File: src/rtl/seg_demux_if.sv
// rtl/seg_demux_if.sv - scanned 7-segment bus and rebuilt-frame signals
interface seg_demux_if;
  logic [7:0]      seg;
  logic [3:0]      dig;
  logic [3:0][7:0] seg_out;
  logic [3:0][3:0] hex_out;
  logic [3:0]      hex_ok;
  logic            frame_valid;
  logic            scan_err;

  modport master (
    output seg, dig,
    input  seg_out, hex_out, hex_ok, frame_valid, scan_err
  );

  modport slave (
    input  seg, dig,
    output seg_out, hex_out, hex_ok, frame_valid, scan_err
  );
endinterface

File: src/rtl/seg_demux.sv
// rtl/seg_demux.sv - receive end of a 4-digit scanned 7-segment display bus
module seg_demux #(
  parameter bit SEG_ACTIVE_LOW = 1'b1,
  parameter int IDLE_LIMIT     = 16
) (
  input  logic      clk,
  input  logic      nrst,
  seg_demux_if.slave bus
);

  typedef enum logic {HUNT = 1'b0, TRACK = 1'b1} state_t;

  localparam logic [7:0] IDLE_LIM = 8'(IDLE_LIMIT);

  state_t          state_q, state_n;
  logic [1:0]      exp_q, exp_n;
  logic [7:0]      idle_q, idle_n, idle_inc;
  logic [3:0][7:0] shadow_q, shadow_n;
  logic            publish, err_n;

  logic [3:0][7:0] seg_out_q;
  logic [3:0][3:0] hex_out_q;
  logic [3:0]      hex_ok_q;
  logic            frame_valid_q, scan_err_q;

  logic [2:0]      low_cnt;
  logic            is_valid, is_blank, is_dig0;
  logic [1:0]      idx;

  // Maps a raw segment byte to {match, hex value}; dp never takes part.
  function automatic logic [4:0] decode(input logic [7:0] s);
    logic [6:0] lit;
    lit = SEG_ACTIVE_LOW ? ~s[6:0] : s[6:0];
    case (lit)
      7'h3F: return 5'h10;
      7'h06: return 5'h11;
      7'h5B: return 5'h12;
      7'h4F: return 5'h13;
      7'h66: return 5'h14;
      7'h6D: return 5'h15;
      7'h7D: return 5'h16;
      7'h07: return 5'h17;
      7'h7F: return 5'h18;
      7'h6F: return 5'h19;
      7'h77: return 5'h1A;
      7'h7C: return 5'h1B;
      7'h39: return 5'h1C;
      7'h5E: return 5'h1D;
      7'h79: return 5'h1E;
      7'h71: return 5'h1F;
      default: return 5'h00;
    endcase
  endfunction

  assign low_cnt  = {2'b00, ~bus.dig[0]} + {2'b00, ~bus.dig[1]} +
                    {2'b00, ~bus.dig[2]} + {2'b00, ~bus.dig[3]};
  assign is_valid = (low_cnt == 3'd1);
  assign is_blank = (bus.dig == 4'b1111);
  assign is_dig0  = (bus.dig == 4'b1110);
  assign idle_inc = (idle_q == 8'hFF) ? idle_q : idle_q + 8'd1;

  // Index of the single low strobe bit; only meaningful when is_valid.
  always_comb begin
    idx = 2'd0;
    case (bus.dig)
      4'b1101: idx = 2'd1;
      4'b1011: idx = 2'd2;
      4'b0111: idx = 2'd3;
      default: idx = 2'd0;
    endcase
  end

  // Scan tracker: next state, expected digit, idle count, shadow bytes, pulses.
  always_comb begin
    state_n  = state_q;
    exp_n    = exp_q;
    idle_n   = idle_q;
    shadow_n = shadow_q;
    publish  = 1'b0;
    err_n    = 1'b0;
    case (state_q)
      HUNT: begin
        if (is_dig0) begin
          shadow_n[0] = bus.seg;
          exp_n       = 2'd1;
          idle_n      = 8'd0;
          state_n     = TRACK;
        end
      end
      TRACK: begin
        if (is_valid && idx == exp_q) begin
          shadow_n[idx] = bus.seg;
          idle_n        = 8'd0;
          exp_n         = exp_q + 2'd1;
          publish       = (idx == 2'd3);
        end else if (is_valid && exp_q != 2'd0 && idx == exp_q - 2'd1) begin
          // Display held on the last captured digit: keep the newest byte.
          shadow_n[idx] = bus.seg;
          idle_n        = 8'd0;
        end else if (is_blank) begin
          if (idle_inc >= IDLE_LIM) begin
            state_n  = HUNT;
            exp_n    = 2'd0;
            idle_n   = 8'd0;
            shadow_n = '0;
          end else begin
            idle_n = idle_inc;
          end
        end else begin
          // Out-of-order or illegal strobe; a digit-0 strobe resyncs at once.
          err_n    = 1'b1;
          shadow_n = '0;
          idle_n   = 8'd0;
          if (is_dig0) begin
            shadow_n[0] = bus.seg;
            exp_n       = 2'd1;
          end else begin
            state_n = HUNT;
            exp_n   = 2'd0;
          end
        end
      end
      default: begin
        state_n  = HUNT;
        exp_n    = 2'd0;
        idle_n   = 8'd0;
        shadow_n = '0;
      end
    endcase
  end

  // Tracker state register.
  always_ff @(posedge clk or negedge nrst) begin
    if (!nrst) begin
      state_q  <= HUNT;
      exp_q    <= 2'd0;
      idle_q   <= 8'd0;
      shadow_q <= '0;
    end else begin
      state_q  <= state_n;
      exp_q    <= exp_n;
      idle_q   <= idle_n;
      shadow_q <= shadow_n;
    end
  end

  // Publishes the completed frame and its decode together with the pulses.
  always_ff @(posedge clk or negedge nrst) begin
    if (!nrst) begin
      seg_out_q     <= '0;
      hex_out_q     <= '0;
      hex_ok_q      <= 4'b0000;
      frame_valid_q <= 1'b0;
      scan_err_q    <= 1'b0;
    end else begin
      frame_valid_q <= publish;
      scan_err_q    <= err_n;
      if (publish) begin
        seg_out_q <= shadow_n;
        for (int n = 0; n < 4; n++) begin
          hex_ok_q[n]  <= decode(shadow_n[n])[4];
          hex_out_q[n] <= decode(shadow_n[n])[3:0];
        end
      end
    end
  end

  assign bus.seg_out     = seg_out_q;
  assign bus.hex_out     = hex_out_q;
  assign bus.hex_ok      = hex_ok_q;
  assign bus.frame_valid = frame_valid_q;
  assign bus.scan_err    = scan_err_q;

endmodule
File: src/flat_wrapper.sv
// flat-port wrapper written by rule: the top's interface ports become plain ports
module seg_demux_flat 
#(
  parameter bit SEG_ACTIVE_LOW = 1'b1,
  parameter int IDLE_LIMIT     = 16
)
  (clk, nrst, bus_seg, bus_dig, bus_seg_out, bus_hex_out, bus_hex_ok, bus_frame_valid, bus_scan_err);
  seg_demux_if bus_i ();
  input  logic clk;
  input  logic nrst;
  input wire logic [$bits(bus_i.seg)-1:0] bus_seg;
  input wire logic [$bits(bus_i.dig)-1:0] bus_dig;
  output wire logic [$bits(bus_i.seg_out)-1:0] bus_seg_out;
  output wire logic [$bits(bus_i.hex_out)-1:0] bus_hex_out;
  output wire logic [$bits(bus_i.hex_ok)-1:0] bus_hex_ok;
  output wire logic [$bits(bus_i.frame_valid)-1:0] bus_frame_valid;
  output wire logic [$bits(bus_i.scan_err)-1:0] bus_scan_err;
  assign bus_i.seg = bus_seg;
  assign bus_i.dig = bus_dig;
  assign bus_seg_out = bus_i.seg_out;
  assign bus_hex_out = bus_i.hex_out;
  assign bus_hex_ok = bus_i.hex_ok;
  assign bus_frame_valid = bus_i.frame_valid;
  assign bus_scan_err = bus_i.scan_err;
  seg_demux #(.SEG_ACTIVE_LOW(SEG_ACTIVE_LOW), .IDLE_LIMIT(IDLE_LIMIT)) u_core (.clk(clk), .nrst(nrst), .bus(bus_i));
endmodule
File: config.mk
export PLATFORM = sky130hd
export DESIGN_NAME = seg_demux_flat
export DESIGN_NICKNAME = d
export VERILOG_FILES = /design/src/rtl/seg_demux_if.sv /design/src/rtl/seg_demux.sv /design/src/flat_wrapper.sv
export SDC_FILE = /design/constraint.sdc
export NUM_CORES = 1
export LEC_CHECK = 0
export ABC_AREA = 0
export CORE_UTILIZATION = 45
export DETAILED_ROUTE_END_ITERATION = 8
export HOLD_SLACK_MARGIN = 0.06
export PLACE_DENSITY = 0.64
export SYNTH_ARGS = -nofsm -noshare
export SYNTH_HDL_FRONTEND = slang
export SYNTH_SLANG_ARGS = --single-unit
File: constraint.sdc
create_clock -name clk -period 3.54 [get_ports clk]
set_clock_uncertainty 0.1 [all_clocks]
set_input_delay 0.708 -clock clk [delete_from_list [all_inputs] [get_ports clk]]
set_output_delay 0.708 -clock clk [all_outputs]
set_load 0.02 [all_outputs]
==> results.ini <==
[global_routing]
grt_first_pass_wirelength_um = 30400
grt_util_met3_pct = 6.69
use_met1_pct = 36.0
grt_pass1_vias = 6085
grt_max_degree = 57
grt_util_all_layers_pct = 29.2
antenna_found_initial = 0
use_met2_pct = 49.7
busiest_layer = met2
grt_overflow = 0

[worst_setup_path]
crit_family = compound AO/OA/AOI/OAI gates
crit_path_end_kind = flop
required_ns = 3.68
crit_buf_inv = 5
rr_worst_depth = 13
r2r_start = u_core.idle_q[0]$_DFFE_PN0P_
regToRegSetupSlack_ns = 0.25
crit_fanout = 7
cp_slowest_stage_delay_ns = 0.37
path_class = in2reg
critPathSlowestCell = fa_2
rr_endpoint = u_core.bus.hex_ok[0]$_DFFE_PN0P_
path_cells = buf_6 -> inv_4 -> ha_4 -> fa_2 -> ha_4 -> nor2_4 -> nand2_4 -> a21oi_4 -> buf_6 -> o211a_4 -> a221oi_4 -> inv_2 -> buf_4 -> nor3_2 -> o311ai_2 -> nand2_1 -> o32a_1
cp_data_arrival_time_ns = 3.73
critPathLaunchType = input pin

[floorplan]
core_um2 = 12700
die_h_um = 117
start_util_pct = 46.5
die_x_um = 117
die_area_um2 = 13600
io_pins = 68
rows = 41

[pwr]
peakVddDrop_v = 0.000429
power_density_nw_per_um2 = 615
p_leak_uw = 0.00402

[sta]
min_period_ns = 3.59
tightest_slew_ns = 0.578
slew_viol_final = 0
fin_ws_ns = -0.0524
rsz0062_at_grt = yes
finalSetupViolCount = 3
fin_crit_sh_pct = 101
fmax_mhz = 278
setup_tns_ns = -0.0912
slew_headroom_pct = 61.4
hold_viol = 0

[clock_network]
ctsHtreeMaxLevel = 3
cts_tree = done
clock_path_buffers = 2
clk-insertion-delay-late_ns = 0.35
clock-root-buffer = clkbuf_16
cts_buffers = 9
numClockSinks = 97
clk_pin_slew_worst_paths_ns = 0.07

[routing]
firstDrtPassIters = 5
drt_iter0_markers = 468
post_drt_wl_per_cell_um = 17.9
drc = 0
drt-total-wl_um = 19200
via_per_inst = 5.80
antenna_left = 0
routed-via-count = 6236

[synth]
synth_largest_area_cell = dfrtp_1
ys_types = 78
netlist_area_um2 = 5920
yosysMostFrequentCell = dfrtp_1
ys_ff_latch = 97
netlist_top_cells_area = dfrtp_1, nand2_1, o21ai_0
ys_warn_count = 0
async_reset_ff_share_pct = 100
syn_nets = 684
seq_area_frac_synth_pct = 41.0
avgSynthCellArea_um2 = 8.94
synth_common_cells = dfrtp_1, nand2_1, nor2_1
synthFlopType = dfrtp_1
synthCells = 662
synth_top_area_share_pct = 41.0
synth_edf_count = 0

[layout]
nNetsFinal = 920
instances_no_fill = 1075
syn_to_final_growth_pct = 50.2
fill_cells = 1016
antennaDiodeCount = 0
drive_above_1_share_pct = 33.6
seqCellArea_um2 = 2430
multiInputGateArea_um2 = 3530
fin_util_pct = 69.9

[place]
dp_hpwl_um = 13500
place_inst = 1035
gp_congestion = 0.950
pre_cts_ws_ns = -0.945
port_buffers = 67

[flow_run]
maxCapViolCount = 0

[min_path]
hp-class = in2async

[status]
violations = setup timing
status = finished, violations left

-- sequential cells by signal, summed over array words and instances (netlist names), 2 cells and up --
name                flops
u_core.shadow_q        32
u_core.idle_q           8
u_core.bus.seg_out     32
u_core.exp_q            2
u_core.bus.hex_out     16
u_core.bus.hex_ok       4
-- area by class of cell --
| class | instances | area share (%) |
|---|---|---|
| multi-input combinational | 490 | 39.7 |
| sequential | 97 | 27.3 |
| timing repair buffer | 261 | 25.5 |
| clock buffer | 12 | 2.89 |
| tap | 172 | 2.42 |
| inverter | 39 | 1.90 |
| clock inverter | 4 | 0.310 |
-- per-layer routing --
| layer | routed length, um | vias up |
|---|---|---|
| met1 | 8130 | 3004 |
| met4 | 545 | 0 |
| met2 | 9490 | 256 |
| met5 | 0 | - |
| met3 | 1030 | 54 |
| li1 | - | 2922 |
-- cell usage in the layout, fill, tap and decap left out, types with 16 or more instances in the layout --
master | synthesis | routed
buf_4 | 3 | 176
dfrtp_1 | 97 | 97
nand2_1 | 89 | 86
clkdlybuf4s50_1 | 0 | 62
nor2_1 | 59 | 56
o21ai_0 | 46 | 46
inv_1 | 32 | 27
nor3_1 | 25 | 19
nand3_1 | 19 | 18
a21oi_1 | 18 | 17
a22oi_1 | 17 | 16
o211ai_1 | 16 | 16
-- worst max-delay path by stage --
| stage | slack, ns | start | to | cells after the start |
|---|---|---|---|---|
| after floorplan | -0.11 | bus_dig[1] | u_core.bus.hex_ok[0]$_DFFE_PN0P_ | 13 |
| after global placement | -0.91 | bus_dig[1] | u_core.bus.hex_out[2]$_DFFE_PN0P_ | 17 |
| after detailed placement | -0.95 | bus_dig[1] | u_core.bus.hex_out[2]$_DFFE_PN0P_ | 17 |
| after CTS | 0.01 | bus_dig[1] | u_core.bus.hex_ok[0]$_DFFE_PN0P_ | 18 |
| after global routing | -0.14 | bus_dig[1] | u_core.bus.hex_ok[0]$_DFFE_PN0P_ | 17 |
| final | -0.05 | bus_dig[0] | u_core.bus.hex_ok[0]$_DFFE_PN0P_ | 17 |
-- cells by family (layout without fill, tap and decap cells) --
logic type	count (synthesis)	in the layout	synth area share [%]
and+or+nand+nor	239	239	18.6
buffers and inverters	75	316	5.24
muxes	17	17	3.02
AOI/OAI and AO/OA	220	220	29.4
xor gates and xnor gates	5	5	0.740
adders and majority gates	9	9	2.01
DFF	97	97	41.0
-- power breakdown --
group | internal, uW | switching, uW | leakage [uW]
Sequential | 1280 | 142 | 0.00134
Clock | 515 | 424 | 0.000143
Combinational | 1480 | 1620 | 0.00254
Total | 3280 | 2190 | 0.00402
-- metrics by stage --
step | power (uW) | instance area, um^2 | hold WS [ns]
after CTS | 5250 | 8700 | 0.255
after floorplan | 2850 | 6070 | 0.312
after detailed placement | 3990 | 8110 | 0.363
after global placement | 3960 | 8110 | 0.361
after global routing | 5770 | 8890 | 0.280
final | 5470 | 8890 | 0.242
-- what timing repair did --
| action | 4_1_cts | 5_1_grt |
|---|---|---|
| pin swaps | 25 | 20 |
| endpoints found under the setup margin | 22 | 20 |
| resized for setup | 51 | 25 |
| buffers inserted | 15 | 10 |
| hold buffers | 0 | 0 |
Power figures use the tool's default switching activity.
